## src/rtl/uoram_request_scheduler_pkg.sv

```systemverilog
// Shared definitions for the unified ORAM request scheduler.
// Holds the backend command encodings and the scheduler state encoding
// used by uoram_request_scheduler and its arbiter.
package uoram_request_scheduler_pkg;

  localparam int BECMD_Update  = 0;
  localparam int BECMD_Append  = 1;
  localparam int BECMD_Read    = 2;
  localparam int BECMD_ReadRmv = 3;

  typedef enum logic [1:0] {
    ST_IDLE   = 2'd0,
    ST_SWITCH = 2'd1,
    ST_ISSUE  = 2'd2,
    ST_XFER   = 2'd3
  } schedState_t;

endpackage

```

## src/rtl/uoram_sched_arbiter.sv

```systemverilog
// Two-way priority arbiter between LLC and PLB requesters.
// PLB normally wins a tie; after StarveLimit consecutive PLB grants taken
// while the LLC was waiting, the LLC wins the next tie.
// Ports:
//   Clock, Reset      clock, synchronous active-low reset
//   Enable            grants may only be issued while high (scheduler idle)
//   LLCValid/PLBValid request valids
//   LLCGrant/PLBGrant combinational one-hot grants
module uoram_sched_arbiter #(
  parameter int StarveLimit = 4
) (
  input  logic Clock,
  input  logic Reset,
  input  logic Enable,
  input  logic LLCValid,
  input  logic PLBValid,
  output logic LLCGrant,
  output logic PLBGrant
);

  localparam int StarveW = $clog2(StarveLimit + 1);

  logic [StarveW-1:0] starveCnt;
  logic               llcFirst;

  always_comb begin
    llcFirst = (starveCnt == StarveW'(StarveLimit));
    LLCGrant = Enable && LLCValid && (!PLBValid || llcFirst);
    PLBGrant = Enable && PLBValid && !(LLCValid && llcFirst);
  end

  // The count cannot pass StarveLimit: at the limit a waiting LLC always wins.
  always_ff @(posedge Clock) begin
    if (!Reset) begin
      starveCnt <= '0;
    end else if (LLCGrant) begin
      starveCnt <= '0;
    end else if (PLBGrant && LLCValid) begin
      starveCnt <= starveCnt + StarveW'(1);
    end
  end

endmodule

```

## src/rtl/uoram_request_scheduler.sv

```systemverilog
// Front-end request scheduler for the unified ORAM datapath.
// Grants one LLC or PLB request at a time, pulses the datapath switch,
// issues the backend command and then counts store/read beats until the
// block transfer completes.
// Ports:
//   Clock, Reset                  clock, synchronous active-low reset
//   LLCCmd*/LLCPAddr/LLCLeaf/LLCDumb  LLC request channel
//   PLBCmd*/PLBPAddr/PLBLeaf      PLB request channel (Read=refill, Update=evict)
//   SwitchReq/DataBlockReq/Cmd/DumbRequest  one-cycle datapath switch
//   BECmd*/BEPAddr/BELeaf         backend command channel
//   StoreBeat/LoadBeat/ReturnBeat accepted data beats
//   Busy, GrantIsData             status
// Optional: define UORAM_SCHED_WATCHDOG_EN to add ErrTimeout, a sticky
// timeout flag raised after WatchdogCycles idle cycles in ISSUE/XFER.
module uoram_request_scheduler
  import uoram_request_scheduler_pkg::*;
#(
  parameter int BECMDWidth     = 2,
  parameter int ORAMUWidth     = 32,
  parameter int LeafWidth      = 32,
  parameter int FEORAMBChunks  = 8,
  parameter int StarveLimit    = 4,
  parameter int WatchdogCycles = 4096
) (
  input  logic                  Clock,
  input  logic                  Reset,
  input  logic                  LLCCmdValid,
  output logic                  LLCCmdReady,
  input  logic [BECMDWidth-1:0] LLCCmd,
  input  logic [ORAMUWidth-1:0] LLCPAddr,
  input  logic [LeafWidth-1:0]  LLCLeaf,
  input  logic                  LLCDumb,
  input  logic                  PLBCmdValid,
  output logic                  PLBCmdReady,
  input  logic [BECMDWidth-1:0] PLBCmd,
  input  logic [ORAMUWidth-1:0] PLBPAddr,
  input  logic [LeafWidth-1:0]  PLBLeaf,
  output logic                  SwitchReq,
  output logic                  DataBlockReq,
  output logic [BECMDWidth-1:0] Cmd,
  output logic                  DumbRequest,
  output logic                  BECmdValid,
  input  logic                  BECmdReady,
  output logic [BECMDWidth-1:0] BECmd,
  output logic [ORAMUWidth-1:0] BEPAddr,
  output logic [LeafWidth-1:0]  BELeaf,
  input  logic                  StoreBeat,
  input  logic                  LoadBeat,
  input  logic                  ReturnBeat,
  output logic                  Busy,
  output logic                  GrantIsData
`ifdef UORAM_SCHED_WATCHDOG_EN
  ,
  output logic                  ErrTimeout
`endif
);

  localparam int CntW = $clog2(FEORAMBChunks + 1);
  localparam logic [CntW-1:0] CntFull = CntW'(FEORAMBChunks);

  schedState_t           state, stateNext;
  logic [BECMDWidth-1:0] cmdQ;
  logic [ORAMUWidth-1:0] addrQ;
  logic [LeafWidth-1:0]  leafQ;
  logic                  dumbQ, isDataQ;
  logic [CntW-1:0]       stCnt, rdCnt, stCntNext, rdCntNext;
  logic                  grantLLC, grantPLB, idle, cmdIsRead;
  logic                  stReq, rdReq, rdBeat, done, timeout;

  assign idle = (state == ST_IDLE);

  uoram_sched_arbiter #(
    .StarveLimit(StarveLimit)
  ) arbiter (
    .Clock   (Clock),
    .Reset   (Reset),
    .Enable  (idle && Reset),
    .LLCValid(LLCCmdValid),
    .PLBValid(PLBCmdValid),
    .LLCGrant(grantLLC),
    .PLBGrant(grantPLB)
  );

  assign LLCCmdReady = grantLLC;
  assign PLBCmdReady = grantPLB;

  // Required beats per request type; a dumb LLC read still moves a full
  // block in both directions.
  always_comb begin
    cmdIsRead = (cmdQ == BECMDWidth'(BECMD_Read)) || (cmdQ == BECMDWidth'(BECMD_ReadRmv));
    if (isDataQ) begin
      stReq  = !cmdIsRead || dumbQ;
      rdReq  = cmdIsRead;
      rdBeat = ReturnBeat;
    end else begin
      stReq  = (cmdQ == BECMDWidth'(BECMD_Update));
      rdReq  = (cmdQ == BECMDWidth'(BECMD_Read));
      rdBeat = LoadBeat;
    end
  end

  // Counting looks at this cycle's beat so completion is seen on the final
  // beat itself and IDLE follows one cycle later.
  always_comb begin
    stCntNext = stCnt;
    rdCntNext = rdCnt;
    if (!idle && StoreBeat && (stCnt != CntFull)) stCntNext = stCnt + CntW'(1);
    if (!idle && rdBeat && (rdCnt != CntFull))    rdCntNext = rdCnt + CntW'(1);
    done = (!stReq || (stCntNext == CntFull)) && (!rdReq || (rdCntNext == CntFull));
  end

  always_comb begin
    stateNext = state;
    case (state)
      ST_IDLE:   if (grantLLC || grantPLB) stateNext = ST_SWITCH;
      ST_SWITCH: stateNext = ST_ISSUE;
      ST_ISSUE:  if (BECmdReady) stateNext = done ? ST_IDLE : ST_XFER;
      ST_XFER:   if (done) stateNext = ST_IDLE;
      default:   stateNext = ST_IDLE;
    endcase
    if (timeout) stateNext = ST_IDLE;
  end

  always_ff @(posedge Clock) begin
    if (!Reset) begin
      state   <= ST_IDLE;
      isDataQ <= 1'b0;
      stCnt   <= '0;
      rdCnt   <= '0;
    end else begin
      state <= stateNext;
      if (grantLLC || grantPLB) isDataQ <= grantLLC;
      stCnt <= (stateNext == ST_IDLE) ? '0 : stCntNext;
      rdCnt <= (stateNext == ST_IDLE) ? '0 : rdCntNext;
    end
  end

  // Request payload is only observed through state-gated outputs, so it
  // needs no reset.
  always_ff @(posedge Clock) begin
    if (grantLLC || grantPLB) begin
      cmdQ  <= grantLLC ? LLCCmd   : PLBCmd;
      addrQ <= grantLLC ? LLCPAddr : PLBPAddr;
      leafQ <= grantLLC ? LLCLeaf  : PLBLeaf;
      dumbQ <= grantLLC && LLCDumb;
    end
  end

  assign SwitchReq    = (state == ST_SWITCH);
  assign DataBlockReq = SwitchReq && isDataQ;
  assign Cmd          = SwitchReq ? cmdQ : '0;
  assign DumbRequest  = SwitchReq && dumbQ;
  assign BECmdValid   = (state == ST_ISSUE);
  assign BECmd        = BECmdValid ? cmdQ  : '0;
  assign BEPAddr      = BECmdValid ? addrQ : '0;
  assign BELeaf       = BECmdValid ? leafQ : '0;
  assign Busy         = !idle;
  assign GrantIsData  = isDataQ;

`ifdef UORAM_SCHED_WATCHDOG_EN
  localparam int WdW = $clog2(WatchdogCycles + 1);

  logic [WdW-1:0] wdCnt;
  logic           errQ, activity, waiting;

  assign waiting  = (state == ST_ISSUE) || (state == ST_XFER);
  assign activity = StoreBeat || LoadBeat || ReturnBeat || (BECmdValid && BECmdReady);
  assign timeout  = waiting && !activity && (wdCnt == WdW'(WatchdogCycles - 1));

  always_ff @(posedge Clock) begin
    if (!Reset) begin
      wdCnt <= '0;
      errQ  <= 1'b0;
    end else begin
      if (timeout) errQ <= 1'b1;
      if (!waiting || activity || timeout) wdCnt <= '0;
      else                                 wdCnt <= wdCnt + WdW'(1);
    end
  end

  assign ErrTimeout = errQ;
`else
  // No watchdog in this build: the scheduler waits indefinitely.
  assign timeout = (WatchdogCycles < 0);
`endif

endmodule

```

## config.mk

```make
export PLATFORM = sky130hd
export DESIGN_NAME = uoram_request_scheduler
export DESIGN_NICKNAME = d
export VERILOG_FILES = /design/src/rtl/uoram_request_scheduler_pkg.sv /design/src/rtl/uoram_sched_arbiter.sv /design/src/rtl/uoram_request_scheduler.sv
export SDC_FILE = /design/constraint.sdc
export NUM_CORES = 1
export LEC_CHECK = 0
export CAP_MARGIN = 5
export CORE_MARGIN = 1.5
export CORE_UTILIZATION = 43
export DETAILED_ROUTE_END_ITERATION = 10
export PLACE_DENSITY = 0.84
export SETUP_SLACK_MARGIN = 0.3
export SLEW_MARGIN = 20
export SYNTH_ARGS = -nofsm -noshare
export SYNTH_HDL_FRONTEND = slang
export SYNTH_SLANG_ARGS = --single-unit
```

## constraint.sdc

```tcl
create_clock -name Clock -period 6.9 [get_ports Clock]
set_input_delay 0.69 -clock Clock [delete_from_list [all_inputs] [get_ports Clock]]
set_output_delay 0.69 -clock Clock [all_outputs]
set_load 0.02 [all_outputs]
```

[Word level (Yosys, flattened, before mapping)]
Cells that the tools add are included.
Storage, ports and cells
  register bits: 81
  input port bits: 141
  output and inout port bits: 76
  word-level logic and storage cells: 72
Cells by class
  add/subtract/negate cells: 3
  equality and inequality tests: 10
  mux-type cells: 17
  bitwise gates (word level): 1
  reductions and logical operators: 32
Operators with widths (count)
  two-way mux 32 bit: 4
  logical AND 1 bit: 15
  two-way mux 2 bit: 7
  adder 4 x 1 -> 4 bit (second input constant): 2
  == test 2 bit (second input constant): 4
  == test 4 bit (second input constant): 2
  two-way mux 4 bit: 2
  inequality test 4 bit (second input constant): 2
  one-hot mux 2 bit (4 select lines): 1
  logical NOT 1 bit: 6
  logical NOT 2 bit: 3
  logical OR 1 bit: 6
  OR reduction 2 bit: 2
  adder 3 x 1 -> 3 bit (second input constant): 1
  == test 3 bit (second input constant): 1
  two-way mux 1 bit: 3
  == test 2 x 1 -> 1 bit (second input constant): 1
  inverter 1 bit: 1

[Longest topological paths before layout]
Gate-level depths: netlist (run 1).
  depth after elaboration: 13
  mapped depth: 10
  depth with buffers taken out: 8

[By module]
Synthesis (run 1) repeated with hierarchy kept, for this count alone.
Second synthesis, totals
  cells, all modules: 334
  area, all modules: 4212.8 um2
By module, submodules not included
  uoram_request_scheduler: instances 1, cells each 311, area each 4025.1 um2, sequential area each 2232.1 um2
  uoram_sched_arbiter: instances 1, cells each 23, area each 187.7 um2, sequential area each 60.1 um2

[Worst setup path after synthesis (run 1)]
No wires, ideal clock.
  path kind: input to register
  start point: input port Reset
  end point: register addrQ[0], enable pin
  library setup time: 0.496 ns
  data arrival time: 3.885 ns
  required time: 6.404 ns
  path slack: 2.519 ns
  cell stages on the path: 3
  buffers on the path: 1
  cell sequence: clkbuf_1 nand2_1 nor2_1
Between the ends
  word-level cells in the longest chain between the ends: 4
  elaborated cells on any way between the ends: 6
  those cells by class: reduce/logical: 6
Ends and longest elaborated chain
  start, declared: RTL line uoram_request_scheduler.sv:26  | input logic Reset,
  logical AND 1 bit (*): RTL line uoram_request_scheduler.sv:77  | .Enable (idle && Reset),
  logical AND 1 bit, on equally long branches (2 in a row): RTL line uoram_sched_arbiter.sv:28, uoram_sched_arbiter.sv:29
  logical OR 1 bit (*): RTL line uoram_request_scheduler.sv:141  | if (grantLLC || grantPLB) begin
  end signal, assigned: RTL line uoram_request_scheduler.sv:143  | addrQ <= grantLLC ? LLCPAddr : PLBPAddr;
  end, declared: RTL line uoram_request_scheduler.sv:63  | logic [ORAMUWidth-1:0] addrQ;
Every way passes the cells marked *; elsewhere a longest branch is shown, timed or not.
A chain may end at the register's enable or synchronous reset.

[Worst setup path in the final report (run 1)]
  start point: input port PLBCmdValid
  end point: output port LLCCmdReady
Between the ends
  word-level cells in the longest chain between the ends: 3
Ends and longest elaborated chain
  start, declared: RTL line uoram_request_scheduler.sv:33  | input logic PLBCmdValid,
  logical NOT 1 bit: RTL line uoram_sched_arbiter.sv:28  | LLCGrant = Enable && LLCValid && (!PLBValid || llcFirst);
  logical OR 1 bit: RTL line uoram_sched_arbiter.sv:28
  logical AND 1 bit: RTL line uoram_sched_arbiter.sv:28
  end, declared: RTL line uoram_request_scheduler.sv:28  | output logic LLCCmdReady,
No other way between the ends.

==> impl_summary.txt, run 1 <==
----------------------------------------------------
[GRT]
  Number of global-route vias before repair ... 3,729
  GR Util All Layers ... 22.50%
  First-pass GRT wire length ... 17,760 um
  Gr busiest metal ... met2
  Met1 track demand over resource in global routing ... 24.29%
  Maximum number of pins on one net before global-route repair ... 69
  Initial antenna violation count ... 0
  Grt total ovfl ... 0
  GR met3 Demand/Resource ... 6.772%
  Global Route met2 Usage ... 41.13%

[Finish]
  Area delta synth->final ... 59.93%
  Net count of the finished layout ... 822
  Filler cells ... 746
  Number of inserted diodes ... 0
  Final design area excluding fillers ... 0.006718 mm2
  Share of layout cells above drive strength 1 ... 3.676%

[Placed design]
  Placed instance area ... 0.006470 mm2
  Sum of net half-perimeters after detailed placement ... 8486 um
  Quantity of I/O buffers inserted on ports ... 216
  Routability Congestion ... 0.8916

[Power]
  Static Leak ... 0.002669 uW
  Power per cell area ... 185.2 mW/mm2
  Maximum vdd drop ... 116.1 uV

[Clock network]
  Inserted Clock Buffers ... 9
  Post-CTS clock slew at the launch and capture registers of the worst setup and hold paths ... 0.08 ns
  Clock tree from TritonCTS ... yes
  Clock latency on the worst-skew pair ... 0.35 ns
  Clock sink count ... 81
  Number of hold buffers added after CTS ... 0
  Post-CTS Repair Setup Buffers ... 0
  Number of cells upsized or downsized after cts ... 0
  Maximum clock path buffer count ... 2
  Root buf cell ... clkbuf_8
  H-Tree Depth ... 3

[Setup path]
  Startpoint Class ... input port
  Worst R2R Start ... arbiter.starveCnt[0]
  Endpoint of the lowest-slack register-to-register path ... dumbQ
  Largest stage delay on the critical path ... 0.92 ns
  Register-to-Register Setup Slack ... 3.73 ns
  Cell with the largest stage delay on the worst path ... clkinv_2
  Crit end category ... primary output
  Data arrival time of the critical path ... 3.83 ns
  Crit-path cells ... clkdlybuf4s50_1 > nand2_1 > nand4_1 > buf_4 > clkinv_2 > clkdlybuf4s50_1
  Critical Path Fanout Max ... 68
  Depth of the most critical reg-to-reg path ... 8
  WP data required ... 6.21 ns
  Type of the setup path with the least slack ... in2out
  Worst path most repeated cell ... clkdlybuf4s50_1

[Logic synthesis]
  Netlist cell types ... 38
  Post-synth design cell area ... 0.004200 mm2
  Mean Syn Cell Area ... 8.994 um2
  Synthesis-stage register bit count ... 81
  Warnings from Yosys ... 0
  Synthesized instance count ... 467
  Post-Synthesis Net Count ... 614
  Proportion of synthesized chip area in sequential cells ... 54.57%

[Min path]
  Hold path endpoint ... stCnt[3]
  Number of cells on the worst hold path ... 2
  Worst min path class ... reg2reg
  Startpoint of the lowest-slack hold path ... stCnt[3]

[Route]
  Wire length per cell ... 14.43 um
  Drt drc ... 0
  Detail Route Antenna Nets ... 0
  Vias per Instance ... 4.816
  Detailed-route wire length ... 11,680 um
  Initial DRC count ... 116
  Length of the first detailed-routing pass in iterations ... 7
  DR vias ... 3,896

[Floorplan]
  # rows ... 35
  Total die area ... 0.01037 mm2
  Core footprint ... 0.009371 mm2
  Die extent in y ... 101.8 um
  Total I/O pin count ... 217
  Die width ... 101.8 um
  Initial core utilization ... 44.82%

[STA]
  Final number of setup-violating endpoints ... 0
  RSZ-0062 raised after global routing ... no
  Final worst path period share ... 65.54%
  Highest attainable clock frequency ... 0.2211 GHz
  Summed negative setup slack over all endpoints ... 0 ns
  Crit path time final ... 4.522 ns
  Slew at the pin closest to its max-slew limit ... 1.057 ns
  Slew headroom ... 28.99%
  Post-route clock skew ... 0.01001 ns
  Final max-slew violation count ... 0
  Count of final hold-check violations ... 0

[Outcome]
  Run status ... complete, no violations

[Job]
  Max-cap check violation count ... 0

----------------------------------------------------
-- worst max-delay path by stage --
stage / startpoint / endpoint / slack [ns] / cells after the start
4_1_cts: PLBCmdValid / LLCCmdReady / 2.66 / 6
3_5_place_dp: PLBCmdValid / LLCCmdReady / 2.67 / 6
5_1_grt: PLBCmdValid / LLCCmdReady / 2.11 / 6
2_1_floorplan: Reset / addrQ[0] / 2.52 / 3
3_3_place_gp: PLBCmdValid / LLCCmdReady / 2.73 / 6
6_report: PLBCmdValid / LLCCmdReady / 2.38 / 6
-- worst max-delay path: cells and delay by family --
kind	cells	cell delay, ns
buffers and inverters	4	2.79
and+or+nand+nor	2	0.28
-- Yosys cell counts, drive strengths merged --
library cell / instances / area share, %
a2111o: 1 / 0.27
a211o: 1 / 0.21
a211oi: 2 / 0.36
a21bo: 1 / 0.24
a21oi: 5 / 0.69
a22oi: 2 / 0.36
a311oi: 1 / 0.63
a32oi: 1 / 0.21
and2: 73 / 11
buf: 3 / 0.30
clkbuf: 19 / 1.7
dfxtp: 14 / 6.7
edfxtp: 67 / 48
ha: 6 / 1.8
inv: 11 / 0.98
mux2i: 4 / 0.95
nand2: 205 / 18
nand2b: 1 / 0.15
nand3: 3 / 0.36
nand3b: 2 / 0.36
nand4: 2 / 0.30
nor2: 9 / 0.98
nor2b: 6 / 0.89
nor3: 10 / 1.2
nor3b: 2 / 0.36
o21a: 1 / 0.18
o21ai: 6 / 0.71
o22ai: 1 / 0.15
o31a: 1 / 0.21
o31ai: 1 / 0.51
or3: 1 / 0.15
xnor2: 5 / 1.0
-- placed cells by master, fill, tap and decap left out, drive strengths merged, types with 5 or more instances in the layout --
cell type,instances
edfxtp,67
o21ai,6
xnor2,5
nor2,9
clkdlybuf4s50,216
and2,73
nand2,205
dfxtp,14
a21oi,5
inv,11
nor2b,6
ha,6
clkbuf,10
nor3,10
-- through the flow --
step	util, %	setup slack [ns]	power (uW)	hold slack, ns	std cells
global route	71.68	2.113	1301	0.6017	809
detailed placement	69.04	2.666	870.9	0.5413	792
finish	71.68	2.378	1244	0.5537	809
CTS	71.38	2.658	1250	0.5599	808
floorplan	-	2.519	717.8	0.5052	467
global placement	69.04	2.729	861.5	0.5214	792
-- power breakdown --
part           switching (uW)  total (uW)  internal (uW)
logic                     129         275            146
registers                12.1         586            574
clock network             177         383            206
-- layout make-up --
cell class / count / area, um2 / share of cell area [%]
clock buffer: 10 / 127.6 / 1.900
clock inverter: 6 / 91.34 / 1.360
inverter: 11 / 42.54 / 0.6333
multi-input combinational: 353 / 1798 / 26.76
sequential: 81 / 2292 / 34.12
tap: 129 / 161.4 / 2.403
timing repair buffer: 219 / 2205 / 32.82
-- kinds of logic after synthesis --
group / count (synthesis) / synth area share, %
adders and majority gates: 6 / 1.787
DFF: 81 / 54.57
AOI/OAI and AO/OA: 24 / 4.707
and+or+nand+nor: 314 / 33.96
buffers and inverters: 33 / 2.979
xor gates and xnor gates: 5 / 1.043
muxes: 4 / 0.9533
-- flip-flops by register name, indices dropped and copies added, names as in the netlist --
| name | count |
|---|---|
| GrantIsData | 1 |
| state | 2 |
| leafQ | 32 |
| cmdQ | 2 |
| rdCnt | 4 |
| arbiter.starveCnt | 3 |
| addrQ | 32 |
| dumbQ | 1 |
| stCnt | 4 |
-- per-layer routing --
| metal | routed length [um] | vias up |
|---|---|---|
| met4 | 259 | 0 |
| met1 | 4252 | 1751 |
| met5 | 0 | - |
| met2 | 5983 | 197 |
| li1 | - | 1929 |
| met3 | 1180 | 19 |
No activity file was read; power rests on OpenSTA's default activity.
==> run 2: changes to the inputs <==
--- a/config.mk
+++ b/config.mk
@@ -7,9 +7,9 @@
 export LEC_CHECK = 0
 export CAP_MARGIN = 5
 export CORE_MARGIN = 1.5
-export CORE_UTILIZATION = 43
+export CORE_UTILIZATION = 40
 export DETAILED_ROUTE_END_ITERATION = 10
-export PLACE_DENSITY = 0.84
+export PLACE_DENSITY = 0.79
 export SETUP_SLACK_MARGIN = 0.3
 export SLEW_MARGIN = 20
 export SYNTH_ARGS = -nofsm -noshare
==> constraint.sdc (replaced) <==
create_clock -name Clock -period 4.24 [get_ports Clock]
set_input_delay 0.424 -clock Clock [delete_from_list [all_inputs] [get_ports Clock]]
set_output_delay 0.424 -clock Clock [all_outputs]
set_load 0.02 [all_outputs]
==> impl_summary.txt, run 2 (synthesis gave the netlist of run 1 again) <==
----------------------------------------------------
[GRT]
  Initial antenna violation count ... 0
  GR Util All Layers ... 19.91%
  First-pass GRT wire length ... 17,390 um
  Number of global-route vias before repair ... 3,666
  Maximum number of pins on one net before global-route repair ... 68
  Grt total ovfl ... 0

[Clock network]
  Maximum clock path buffer count ... 2
  Number of hold buffers added after CTS ... 0
  Clock sink count ... 81
  Post-CTS Repair Setup Buffers ... 0
  Inserted Clock Buffers ... 9
  Post-CTS clock slew at the launch and capture registers of the worst setup and hold paths ... 0.08 ns
  Clock latency on the worst-skew pair ... 0.36 ns
  Root buf cell ... clkbuf_8
  Clock tree from TritonCTS ... yes
  Number of cells upsized or downsized after cts ... 0
  H-Tree Depth ... 3

[Finish]
  Number of inserted diodes ... 0
  Leading registers by flop count ... addrQ: 32 flops, leafQ: 32 flops
  Filler cells ... 823
  Most common library cell in the layout ignoring fill and taps ... clkdlybuf4s50_1
  Net count of the finished layout ... 824
  Share of layout cells above drive strength 1 ... 3.666%
  Area delta synth->final ... 60.11%
  Finished Core Util ... 65.44%
  Top library cells by usage in the layout, fill and taps aside ... 216 x clkdlybuf4s50_1, 205 x nand2_1, 72 x and2_1

[Route]
  Drt drc ... 0
  Initial DRC count ... 167
  Vias per Instance ... 4.719
  Length of the first detailed-routing pass in iterations ... 4
  DR vias ... 3,860
  Detail Route Antenna Nets ... 0
  Detailed-route wire length ... 11,300 um
  Wire length per cell ... 13.82 um

[Floorplan]
  Core footprint ... 0.01028 mm2
  # rows ... 37
  Die extent in y ... 105.5 um
  Total die area ... 0.01112 mm2
  Total I/O pin count ... 217
  Initial core utilization ... 40.87%
  Die width ... 105.5 um

[Job]
  Max-cap check violation count ... 0

[Placed design]
  Routability Congestion ... 0.8080
  Pre-CTS worst setup slack ... 1.472 ns
  Quantity of I/O buffers inserted on ports ... 216
  Sum of net half-perimeters after detailed placement ... 8125 um

[Power]
  Power per cell area ... 297.5 mW/mm2
  Fraction of power consumed by combinational cells ... 22.2%
  Fraction of power consumed by the clock network ... 30.0%
  Internal Power ... 1503 uW
  Share of total power in sequential cells ... 47.7%
  Maximum vdd drop ... 139.5 uV
  Net switching power ... 497.8 uW
  Static Leak ... 0.002676 uW
  Switching part of the total power ... 24.88%
  Design Power ... 2001 uW

[Setup path]
  Data arrival time of the critical path ... 2.35 ns
  Largest stage delay on the critical path ... 0.61 ns
  WP data required ... 3.82 ns
  Startpoint Class ... flop
  Crit end category ... primary output
  Critical Path Fanout Max ... 44
  Crit-path cells ... nor2b_4 > buf_16 > and2_1 > clkdlybuf4s50_1
  Type of the setup path with the least slack ... reg2out
  Cell with the largest stage delay on the worst path ... clkdlybuf4s50_1

[Outcome]
  Run status ... complete, no violations

[STA]
  RSZ-0062 raised after global routing ... no
  Count of final hold-check violations ... 0
  Highest attainable clock frequency ... 0.3607 GHz
  Final max-slew violation count ... 0
  Crit path time final ... 2.772 ns
  Summed negative setup slack over all endpoints ... 0 ns
  Slew at the pin closest to its max-slew limit ... 0.9476 ns
  Slew headroom ... 36.34%
  Post-route clock skew ... 0.01491 ns
  Final number of setup-violating endpoints ... 0
  Final worst path period share ... 65.38%
  Post-layout worst setup margin ... 1.468 ns

[Min path]
  Worst min path class ... reg2reg

----------------------------------------------------
run 2: stage by stage:
stage          cells  cell area [um2]  hold WS (ns)
2_1_floorplan    467             4203        0.5052
3_3_place_gp     801             6494        0.5263
3_5_place_dp     801             6494        0.5424
4_1_cts          817             6698        0.5548
5_1_grt          818             6725        0.6071
6_report         818             6725        0.5559
run 2: final timing paths:
check / start / endpoint / slack [ns] / depth (start not counted)
worst max-delay path: state[1] / BELeaf[1] / 1.47 / 4
worst min-delay path: arbiter.starveCnt[0] / arbiter.starveCnt[0] / 0.56 / 2
worst max register to register: rdCnt[0] / rdCnt[3] / 1.96 / 7
worst min register to register: arbiter.starveCnt[0] / arbiter.starveCnt[0] / 0.56 / 2
run 2: power by group through the flow:
stage,Clock (uW),Combinational [uW],Sequential (uW)
floorplan,0,198,968
global placement,0,433,973
detailed placement,0,444,973
CTS,615,445,955
global route,645,482,961
finish,601,445,955
run 2: area by class of cell:
type                       instances  area (um2)  share of cell area [%]
sequential                        81        2292                   34.08
timing repair buffer             221        2220                   33.00
multi-input combinational        353        1798                   26.73
tap                              136       170.2                   2.530
clock buffer                      12       135.1                   2.009
clock inverter                     4       68.82                   1.023
inverter                          11       41.29                  0.6140
run 2: routing by layer:
metal	GRT usage [%]	vias up	wire [um]	share of wire, %
met3	5.071	17	900	8.0
met2	35.57	156	5733	51
met4	9.198	0	253	2.2
met1	22.14	1760	4413	39
met5	0	-	0	0
li1	-	1927	-	-
run 2: critical path: cells and delay by family (launching register included):
kind | cells | cell delay (ns)
and+or+nand+nor | 2 | 0.67
DFF | 1 | 0.45
buffers and inverters | 2 | 0.85
==> run 3: changes to the inputs <==
==> constraint.sdc (replaced) <==
create_clock -name Clock -period 2.85 [get_ports Clock]
set_input_delay 0.285 -clock Clock [delete_from_list [all_inputs] [get_ports Clock]]
set_output_delay 0.285 -clock Clock [all_outputs]
set_load 0.02 [all_outputs]
==> impl_summary.txt, run 3 (synthesis gave the netlist of run 1 again) <==
----------------------------------------------------
[Clock network]
  Post-CTS Repair Setup Buffers ... 0
  Number of hold buffers added after CTS ... 0
  Clock tree from TritonCTS ... yes
  Number of cells upsized or downsized after cts ... 0
  Clock latency on the worst-skew pair ... 0.35 ns
  Post-CTS clock slew at the launch and capture registers of the worst setup and hold paths ... 0.08 ns
  H-Tree Depth ... 3
  Maximum clock path buffer count ... 2
  Clock sink count ... 81
  Root buf cell ... clkbuf_8
  Inserted Clock Buffers ... 9

[STA]
  Post-route clock skew ... 0.007966 ns
  Slew at the pin closest to its max-slew limit ... 0.6688 ns
  Highest attainable clock frequency ... 0.4213 GHz
  Final number of setup-violating endpoints ... 0
  Final worst path period share ... 83.28%
  Final max-slew violation count ... 0
  RSZ-0062 raised after global routing ... no
  Crit path time final ... 2.373 ns
  Summed negative setup slack over all endpoints ... 0 ns
  Slew headroom ... 55.42%
  Count of final hold-check violations ... 0

[Job]
  Max-cap check violation count ... 0

[Route]
  Vias per Instance ... 4.704
  Length of the first detailed-routing pass in iterations ... 7
  Wire length per cell ... 13.50 um
  Initial DRC count ... 157
  Drt drc ... 0
  DR vias ... 3,862
  Detail Route Antenna Nets ... 0
  Detailed-route wire length ... 11,080 um

[Floorplan]
  Die width ... 105.5 um
  Total I/O pin count ... 217
  Initial core utilization ... 40.87%
  Core footprint ... 0.01028 mm2
  # rows ... 37
  Die extent in y ... 105.5 um
  Total die area ... 0.01112 mm2

[Power]
  Design Power ... 2884 uW
  Maximum vdd drop ... 230.5 uV
  Power per cell area ... 429.3 mW/mm2
  Static Leak ... 0.002689 uW

[Placed design]
  Routability Congestion ... 0.8250
  # placed instances ... 805
  Sum of net half-perimeters after detailed placement ... 8433 um
  Placed instance area ... 0.006524 mm2
  Quantity of I/O buffers inserted on ports ... 216

[Finish]
  Number of inserted diodes ... 0
  Most common library cell in the layout ignoring fill and taps ... clkdlybuf4s50_1
  Area delta synth->final ... 59.90%
  Top library cells by usage in the layout, fill and taps aside ... 216 x clkdlybuf4s50_1, 205 x nand2_1, 72 x and2_1
  Non-filler instance count after layout ... 821
  Filler cells ... 850
  Share of layout cells above drive strength 1 ... 4.672%
  Net count of the finished layout ... 827
  Leading registers by flop count ... addrQ: 32 flops, leafQ: 32 flops
  Final design area excluding fillers ... 0.006716 mm2

[Setup path]
  Startpoint Class ... flop
  Combined buffer and inverter count along the critical path ... 2
  WP data required ... 2.57 ns
  Largest stage delay on the critical path ... 0.62 ns
  Crit end category ... primary output
  Data arrival time of the critical path ... 2.09 ns
  Cell class contributing the biggest share of worst-path delay ... buffers and inverters
  Crit-path cells ... nor2b_4 > buf_6 > and2_1 > clkdlybuf4s50_1
  Critical Path Fanout Max ... 39
  Cell with the largest stage delay on the worst path ... clkdlybuf4s50_1
  Type of the setup path with the least slack ... reg2out

[Min path]
  Worst min path class ... reg2reg

[Outcome]
  Run status ... complete, no violations

[GRT]
  GR Util All Layers ... 20.15%
  Maximum number of pins on one net before global-route repair ... 67
  Grt total ovfl ... 0
  First-pass GRT wire length ... 17,680 um
  Initial antenna violation count ... 0
  Number of global-route vias before repair ... 3,889

----------------------------------------------------
run 3: changes by cell type in the layout (fill, tap and decap cells not counted), moves of 2 or more:
cell / delta
buf_4: +3
bufinv_16: -2
clkinv_2: +3
clkbuf_1: -3
run 3: layer usage:
| layer | global-route usage, % | vias to the layer above | routed length [um] |
|---|---|---|---|
| met5 | 0 | - | 0 |
| met2 | 37.91 | 156 | 5719 |
| li1 | - | 1938 | - |
| met3 | 5.009 | 17 | 887 |
| met4 | 8.121 | 0 | 189 |
| met1 | 21.34 | 1751 | 4285 |
run 3: final cells by class:
class / count / area [um2] / share of cell area [%]
clock buffer: 11 / 162.7 / 2.422
clock inverter: 5 / 26.28 / 0.3912
inverter: 11 / 41.29 / 0.6148
multi-input combinational: 353 / 1798 / 26.77
sequential: 81 / 2292 / 34.13
tap: 136 / 170.2 / 2.534
timing repair buffer: 224 / 2226 / 33.14
run 3: worst min-delay path, delay by kind of cell, from the launching register on:
kind / cells / cell delay [ns]
compound gates: 2 / 0.18
flops: 1 / 0.33
run 3: final timing paths:
check | startpoint | to | slack, ns | depth (start not counted)
min reg2reg | stCnt[3] | stCnt[3] | 0.55 | 2
min | stCnt[3] | stCnt[3] | 0.55 | 2
max | state[1] | BELeaf[11] | 0.48 | 4
max reg2reg | rdCnt[1] | rdCnt[3] | 0.62 | 7
run 3: where the power goes:
group	switching (uW)	internal, uW	leakage (uW)
combinational	309	355	0.00184
sequential	28.2	1390	0.000748
clock	414	388	0.000104
total	751	2130	0.00269
run 3: through the flow:
stage / worst slack, ns / hold WS [ns] / utilization [%]
detailed placement: 0.5052 / 0.5427 / 63.48
finish: 0.4765 / 0.5500 / 65.35
global route: 0.3225 / 0.5724 / 65.35
global placement: 0.5890 / 0.5247 / 63.48
CTS: 0.3504 / 0.5539 / 65.32
floorplan: 0.6892 / 0.4594 / -
